### src/rtl/pc_seq_pkg.sv
// pc_seq_pkg: shared types for the program-counter sequencer.
//   op_e    : 2-bit step operation (COND, JUMP, CALL, RET), encoded as on rx_op.
//   state_e : sequencer FSM states (IDLE accepts a step, EXEC resolves it).
package pc_seq_pkg;

  typedef enum logic [1:0] {
    OP_COND = 2'd0,
    OP_JUMP = 2'd1,
    OP_CALL = 2'd2,
    OP_RET  = 2'd3
  } op_e;

  typedef enum logic {
    ST_IDLE = 1'b0,
    ST_EXEC = 1'b1
  } state_e;

endpackage

### src/rtl/pc_seq_stack.sv
// pc_seq_stack: small LIFO holding return addresses for CALL/RET.
// Ports:
//   clk       in   clock, rising edge
//   srst      in   synchronous reset, active-high (empties the stack)
//   push      in   write push_data on top (ignored when full)
//   pop       in   discard top entry (ignored when empty)
//   push_data in   WIDTH-bit value to push
//   full      out  DEPTH entries held
//   empty     out  no entries held
//   top       out  most recently pushed entry (valid when !empty)
// DEPTH must be a power of two, >= 2.
module pc_seq_stack #(
  parameter int DEPTH = 4,
  parameter int WIDTH = 16
) (
  input  logic             clk,
  input  logic             srst,
  input  logic             push,
  input  logic             pop,
  input  logic [WIDTH-1:0] push_data,
  output logic             full,
  output logic             empty,
  output logic [WIDTH-1:0] top
);

  localparam int AW    = $clog2(DEPTH);
  localparam int CNT_W = AW + 1;

  logic [WIDTH-1:0] mem [DEPTH];
  logic [CNT_W-1:0] count_reg;
  logic [AW-1:0]    wr_idx;
  logic [AW-1:0]    top_idx;

  // With a power-of-two depth the low count bits address the next free slot;
  // count==DEPTH wraps to 0, which is harmless because push is blocked when full.
  assign wr_idx  = count_reg[AW-1:0];
  assign top_idx = count_reg[AW-1:0] - AW'(1);

  assign full  = (count_reg == CNT_W'(DEPTH));
  assign empty = (count_reg == '0);
  assign top   = mem[top_idx];

  always_ff @(posedge clk) begin
    if (srst) begin
      count_reg <= '0;
    end else if (push && !full) begin
      count_reg <= count_reg + CNT_W'(1);
    end else if (pop && !empty) begin
      count_reg <= count_reg - CNT_W'(1);
    end
  end

  // Storage carries no reset; a stray write on a reset edge is unreachable
  // because the count is cleared at the same time.
  always_ff @(posedge clk) begin
    if (push && !full) begin
      mem[wr_idx] <= push_data;
    end
  end

endmodule

### src/rtl/pc_sequencer.sv
// pc_sequencer: holds the program counter and resolves one sequencing step
// (conditional branch, jump, call, return) per accepted strobe.
// Ports:
//   aclk, areset        clock / synchronous active-high reset
//   rx_enable           global enable for register writes and strobes
//   rx_write_branch     load branch register from rx_branch
//   rx_write_flags      load flag register from rx_input_flags
//   rx_strobe, rx_op    step request and its operation (accepted when tx_ready)
//   rx_input_flags      new flag value
//   rx_check_flags      flags that must all be set for COND to be taken
//   rx_branch           new branch target
//   tx_program_counter  current PC (registered)
//   tx_ready            idle, next strobe accepted
//   tx_fault            sticky stack overflow/underflow
// Build option: PC_SEQUENCER_CALL_STACK_EN enables the return stack. Without it
// CALL acts as JUMP, RET advances PC by one and tx_fault is constant 0.
module pc_sequencer
  import pc_seq_pkg::*;
#(
  parameter int              PC_W        = 16,
  parameter int              FLAG_W      = 4,
  parameter int              STACK_DEPTH = 4,
  parameter logic [PC_W-1:0] RESET_PC    = '0
) (
  input  logic              aclk,
  input  logic              areset,
  input  logic              rx_enable,
  input  logic              rx_write_branch,
  input  logic              rx_write_flags,
  input  logic              rx_strobe,
  input  logic [1:0]        rx_op,
  input  logic [FLAG_W-1:0] rx_input_flags,
  input  logic [FLAG_W-1:0] rx_check_flags,
  input  logic [PC_W-1:0]   rx_branch,
  output logic [PC_W-1:0]   tx_program_counter,
  output logic              tx_ready,
  output logic              tx_fault
);

  state_e            state_reg, state_next;
  logic [PC_W-1:0]   pc_reg, pc_next, pc_inc;
  logic [PC_W-1:0]   branch_reg, branch_cap_reg;
  logic [FLAG_W-1:0] flag_reg, flag_cap_reg, check_cap_reg;
  op_e               op_cap_reg;
  logic              accept;
  logic              taken;

`ifdef PC_SEQUENCER_CALL_STACK_EN
  logic            fault_reg, fault_next;
  logic            push, pop, full, empty;
  logic [PC_W-1:0] top;

  pc_seq_stack #(
    .DEPTH(STACK_DEPTH),
    .WIDTH(PC_W)
  ) u_stack (
    .clk      (aclk),
    .srst     (areset),
    .push     (push),
    .pop      (pop),
    .push_data(pc_inc),
    .full     (full),
    .empty    (empty),
    .top      (top)
  );

  assign tx_fault = fault_reg;
`else
  logic unused_depth;
  assign unused_depth = ^STACK_DEPTH;
  assign tx_fault     = 1'b0;
`endif

  assign tx_ready           = (state_reg == ST_IDLE);
  assign tx_program_counter = pc_reg;
  assign accept             = rx_enable && rx_strobe && tx_ready;
  assign pc_inc             = pc_reg + PC_W'(1);
  // An empty check mask is trivially satisfied, so COND with check 0 always branches.
  assign taken              = ((flag_cap_reg & check_cap_reg) == check_cap_reg);

  always_ff @(posedge aclk) begin
    if (areset) begin
      state_reg      <= ST_IDLE;
      pc_reg         <= RESET_PC;
      flag_reg       <= '0;
      branch_reg     <= '0;
      flag_cap_reg   <= '0;
      check_cap_reg  <= '0;
      branch_cap_reg <= '0;
      op_cap_reg     <= OP_COND;
`ifdef PC_SEQUENCER_CALL_STACK_EN
      fault_reg      <= 1'b0;
`endif
    end else begin
      state_reg <= state_next;
      pc_reg    <= pc_next;
`ifdef PC_SEQUENCER_CALL_STACK_EN
      fault_reg <= fault_next;
`endif
      if (rx_enable && rx_write_branch) branch_reg <= rx_branch;
      if (rx_enable && rx_write_flags)  flag_reg   <= rx_input_flags;
      // Captures read the registers before any coincident write lands.
      if (accept) begin
        op_cap_reg     <= op_e'(rx_op);
        check_cap_reg  <= rx_check_flags;
        flag_cap_reg   <= flag_reg;
        branch_cap_reg <= branch_reg;
      end
    end
  end

  always_comb begin
    state_next = state_reg;
    pc_next    = pc_reg;
`ifdef PC_SEQUENCER_CALL_STACK_EN
    fault_next = fault_reg;
    push       = 1'b0;
    pop        = 1'b0;
`endif
    case (state_reg)
      ST_IDLE: begin
        if (accept) state_next = ST_EXEC;
      end
      ST_EXEC: begin
        state_next = ST_IDLE;
        case (op_cap_reg)
          OP_COND: pc_next = taken ? branch_cap_reg : pc_inc;
          OP_JUMP: pc_next = branch_cap_reg;
`ifdef PC_SEQUENCER_CALL_STACK_EN
          OP_CALL: begin
            if (full) begin
              pc_next    = pc_inc;
              fault_next = 1'b1;
            end else begin
              push    = 1'b1;
              pc_next = branch_cap_reg;
            end
          end
          OP_RET: begin
            if (empty) begin
              pc_next    = pc_inc;
              fault_next = 1'b1;
            end else begin
              pop     = 1'b1;
              pc_next = top;
            end
          end
`else
          OP_CALL: pc_next = branch_cap_reg;
          OP_RET:  pc_next = pc_inc;
`endif
        endcase
      end
    endcase
  end

endmodule

### config.mk
export PLATFORM = sky130hd
export DESIGN_NAME = pc_sequencer
export DESIGN_NICKNAME = d
export VERILOG_FILES = /design/src/rtl/pc_seq_pkg.sv /design/src/rtl/pc_seq_stack.sv /design/src/rtl/pc_sequencer.sv
export SDC_FILE = /design/constraint.sdc
export NUM_CORES = 1
export LEC_CHECK = 0
export BUFFER_PORTS_ARGS = -buffer_cell sky130_fd_sc_hd__clkbuf_2
export CORE_MARGIN = 2
export CORE_UTILIZATION = 52
export DETAILED_ROUTE_END_ITERATION = 10
export PLACE_DENSITY = 0.75
export SETUP_SLACK_MARGIN = 0.1
export SLEW_MARGIN = 30
export SYNTH_ARGS = -nofsm -noshare
export SYNTH_HDL_FRONTEND = slang
export SYNTH_HIERARCHICAL = 1
export SYNTH_SLANG_ARGS = --single-unit
### constraint.sdc
create_clock -name aclk -period 1.8 [get_ports aclk]
set_input_delay 0.54 -clock aclk [delete_from_list [all_inputs] [get_ports aclk]]
set_output_delay 0.54 -clock aclk [all_outputs]
set_load 0.01 [all_outputs]
* Word level (Yosys, flattened, before mapping)
Index checks and enable logic that the tools add are counted.
Storage, ports and cells: register bits after elaboration 63, bits in latches 0, memory bits (writable) 0, memory bits (read-only) 0, bits of input ports 32, output and inout port bits 18, memories kept 0
Cells by class: add/sub/neg operators 1, multipliers 0, divide/modulo/power cells 0, $lt $le $gt $ge 0, eq/ne operators 4, shift operators 0, multiplexer cells 4, bitwise gates (word level) 2, reduce and logical (&&, ||, !) cells 6
Operators by type and width (number):
- case mux 16 bit (3 select lines) | 1
- adder 16 x 1 -> 16 bit, second input constant | 1
- 2-to-1 mux 16 bit | 1
- bitwise AND 4 bit | 1
- equality test 2 bit, second input constant | 2
- equality test 4 bit | 1
- logical AND 1 bit | 4
- equality test 2 x 1 -> 1 bit, second input constant | 1
- zero test 2 bit | 1
- case mux 1 bit (2 select lines) | 1
- OR reduction 2 bit | 1
- 2-to-1 mux 1 bit | 1
- inverter 1 bit | 1

* Logic depth before layout (Yosys ltp)
depth in word-level cells 4, depth in mapped cells 8

* Worst setup path after synthesis
OpenSTA, ideal clock, no wires.
path kind reg-to-reg, start register pc_reg[1], in the netlist tx_program_counter[1], end register pc_reg[10], in the netlist tx_program_counter[10], library setup time 0.060 ns, arrival time 1.607 ns, path slack 0.134 ns, cell stages (with the launch flop) 7, clock period less this slack 1.666 ns, path through dfxtp_1 -> ha_1 -> and4_2 -> nand3_1 -> or4_1 -> a21oi_1 -> a221o_1
Between the ends: word-level cells in the longest chain between the ends 3
Ends and longest elaborated chain:
- start: declaration | RTL line pc_sequencer.sv:41 | logic [PC_W-1:0] pc_reg, pc_next, pc_inc;
- start signal: assignment | RTL line pc_sequencer.sv:96 | pc_reg <= pc_next;
- adder 16 x 1 -> 16 bit * | RTL line pc_sequencer.sv:77 | assign pc_inc = pc_reg + PC_W'(1);
- 2-to-1 mux 16 bit | RTL line pc_sequencer.sv:127 | OP_COND: pc_next = taken ? branch_cap_reg : pc_inc;
- case mux 16 bit (3 select lines) * | RTL line pc_sequencer.sv:126 | case (op_cap_reg)
Mark *: on every way between the ends. The rest lies on a longest branch, timed or not. A chain may end at the register's enable or synchronous reset.

* Worst setup path after layout
start register state_reg, end output port tx_ready
Between the ends: word-level cells in the longest chain between the ends 1
Ends and longest elaborated chain:
- start: declaration | RTL line pc_sequencer.sv:40 | state_e state_reg, state_next;
- start signal: assignment | RTL line pc_sequencer.sv:95 | state_reg <= state_next;
- inverter 1 bit
- end: declaration | RTL line pc_sequencer.sv:36 | output logic tx_ready,
Every way passes these cells.

==> run metrics <==
Max Fclk=609 MHz; overall power=around 3.3 mW; HP Start=rx_branch[10]; Die W=75.8 µm; sink of the worst hold path=branch_reg[10]; Worst IR Drop VDD=approximately 640 µV; Tmin final=1.64 ns; worst-case clock buffer depth=2; clock skew=about 0.012 ns; R2R setup slack=around 0.18 ns; Cell Rows=26; area grow syn2layout=24.7%; Seq pwr share=between 40 and 50%; Hold Crit Class=primary input to register; RSZ-0062 raised after global routing=false; drt drc=0; Yosys cell types=40; Placer Congestion=0.885; Root Buffer=clkbuf_8; worst-skew pair later-pin latency=0.34 ns; Final Max Slew Viols=0; Setup TNS=0 ns; CP top delay family=buffers and inverters; sw power=753 µW; final worst setup slack=0.158 ns; Post-CTS Setup Repair Bufs=0; internal power=2.53 mW; fin crit share=91.2%; nets=432; flops & latches, synth=63; drt first pass iters=4; Worst Setup End Kind=primary output; IO Pins=50; via count=2534; ANT cells=0; cts hold-fix bufs=0; CTS Buf Count=9; Lkg Pwr=1.26 nW; initial core utilization=53.2%; vias in the first global route=2255; commonest non-fill, non-tap cell in the layout=nand2_1; initial antenna violation count=0; MaxCap Viol Count=0; WHS Path Cells=3; status=complete, no violations; Comb pwr share=8.3%; # setup viols final=0; post-synthesis sequential area ratio=47.0%; CTS tree=yes; layout cells sized above 1=about a quarter; initial DRC count=between 200 and 250; first-pass GRT wire length=roughly 10000 µm; Worst-path clk slew=0.07 ns; pre-CTS WS=-0.0519 ns; Clk pwr share=47.4%; DR vias/cell=~5.4; clock tree sinks=63; CP Launch Type=register; Finished Core Util=66.3%; Core ar.=5040 µm²; pwr dens=982 nW/µm²; CP Buf/Inv Count=2; most frequent cells in the layout=nand2_1 (94), a21oi_1 (57), dfxtp_1 (56); Synth Warn #=6; slowest cell on the critical path=dfxtp_2; Max stage delay on crit path=0.36 ns; class of the most critical setup path=register to primary output; final hold viol count=0; Syn Inst Count=between 300 and 400; post-detail-place hpwl=between 4000 and 5000 µm; reg-to-reg critical path startpoint=tx_program_counter[1]; # port buffers=48; GRT Overall Usage=24.3%; pin count of the biggest net entering global routing=32; Net Sw Frac=22.9%; syn_area_per_cell=7.86 µm²; H-tree levels=3; wire length per cell=~14 µm; worst path arrival time=1.10 ns; CP Cell Sequence=inv_1 > clkbuf_2; Max FO, Critical Path=7; Critical Path RT=1.26 ns; endpoint of the worst register-to-register path=tx_program_counter[10]; worst reg2reg path depth=6; Vert. Die Dim=approximately 76 µm; Post-Syn Area=2680 µm²; total gr overflow=0; Synthesized Nets=376; DIE AREA=between 5000 and 6000 µm²; Routed WL=6390 µm; number of antenna-violating nets in the routed design=0
==> cell type report <==
| type | instances | area [µm²] |
|---|---|---|
| timing repair buffer | 66 | 375 |
| inverter | 17 | 63.8 |
| multi-input combinational | 240 | 1290 |
| clock buffer | 11 | 151 |
| clock inverter | 5 | 104 |
| sequential | 63 | 1270 |
| tap | 70 | 87.6 |
| fill | 448 | 1700 |
==> routing by layer <==
layer / share of wire [%] / vias to the layer above / GRT usage [%]
met2: 46 / 68 / 37.5
met3: 5.3 / 13 / 4.63
met1: 46 / 1158 / 32.5
met5: 0 / - / 0
met4: 2.5 / 0 / 12.5
li1: - / 1295 / -
==> how the worst max path moves through the flow <==
| stage | start | to | cells past startpoint |
|---|---|---|---|
| after CTS | op_cap_reg[0] | tx_program_counter[15] | 6 |
| after detailed placement | op_cap_reg[0] | tx_program_counter[5] | 6 |
| after global routing | tx_program_counter[1] | tx_program_counter[14] | 6 |
| after global placement | op_cap_reg[0] | tx_program_counter[8] | 6 |
| after floorplan | tx_program_counter[1] | tx_program_counter[10] | 6 |
| final | state_reg | tx_ready | 2 |
==> per-stage QoR <==
step	cells	cell area (µm²)	hold WS [ns]
2_1_floorplan	341	2680	0.431
3_3_place_gp	456	3050	0.435
3_5_place_dp	456	3050	0.444
4_1_cts	472	3310	0.404
5_1_grt	472	3340	0.422
6_report	472	3340	0.411
==> synthesized netlist by cell type (all sizes together) <==
cell	number	area, µm²
a211oi	1	7.51
a21oi	57	285
a221o	6	61.3
a221oi	2	17.5
a22oi	5	37.5
a32oi	4	35.0
a41oi	1	8.76
and2	1	6.26
and3	2	12.5
and4	3	31.3
buf	7	46.3
clkbuf	14	52.6
conb	1	3.75
dfxtp	63	1260
ha	3	37.5
inv	17	63.8
nand2	94	353
nand2b	2	12.5
nand3	12	72.6
nand4	3	18.8
nor2	10	37.5
nor2b	2	12.5
nor3	4	20.0
o21a	1	7.51
o21ai	8	40.0
o221ai	1	8.76
o22a	1	8.76
o22ai	2	12.5
o31ai	1	7.51
o32ai	6	52.6
or2	1	6.26
or3	4	27.5
or4	2	15.0
==> power by group through the flow <==
stage | logic, mW | clock network, mW | registers, mW
2_1_floorplan | 0.164 | 0 | 1.48
3_3_place_gp | 0.252 | 0 | 1.48
3_5_place_dp | 0.258 | 0 | 1.49
4_1_cts | 0.262 | 1.57 | 1.45
5_1_grt | 0.304 | 1.63 | 1.46
6_report | 0.272 | 1.56 | 1.46
==> worst register-to-register path, cell delays in order (launching register included) <==
cell	delay, ns
dfxtp_2	0.39
ha_4	0.17
and4_2	0.23
nand3_1	0.09
or4_1	0.41
a21oi_1	0.15
a221o_1	0.11
==> repair_timing <==
action / in CTS / in global routing
resized for setup: 5 / 11
pin swaps: 0 / 1
setup endpoints to repair: 16 / 16
hold endpoints to repair: 0 / 0
==> cell families (layout without fill, tap and decap cells) <==
kind of cell | after synthesis | after routing | share of synthesized area (%)
flops | 63 | 63 | 47.0
fa+ha+maj | 3 | 3 | 1.40
compound gates | 96 | 96 | 22.0
buf+inv | 38 | 99 | 6.07
other cells | 1 | 1 | 0.140
simple gates | 140 | 140 | 23.3
Note: power is estimated with default switching activity, not from simulation.
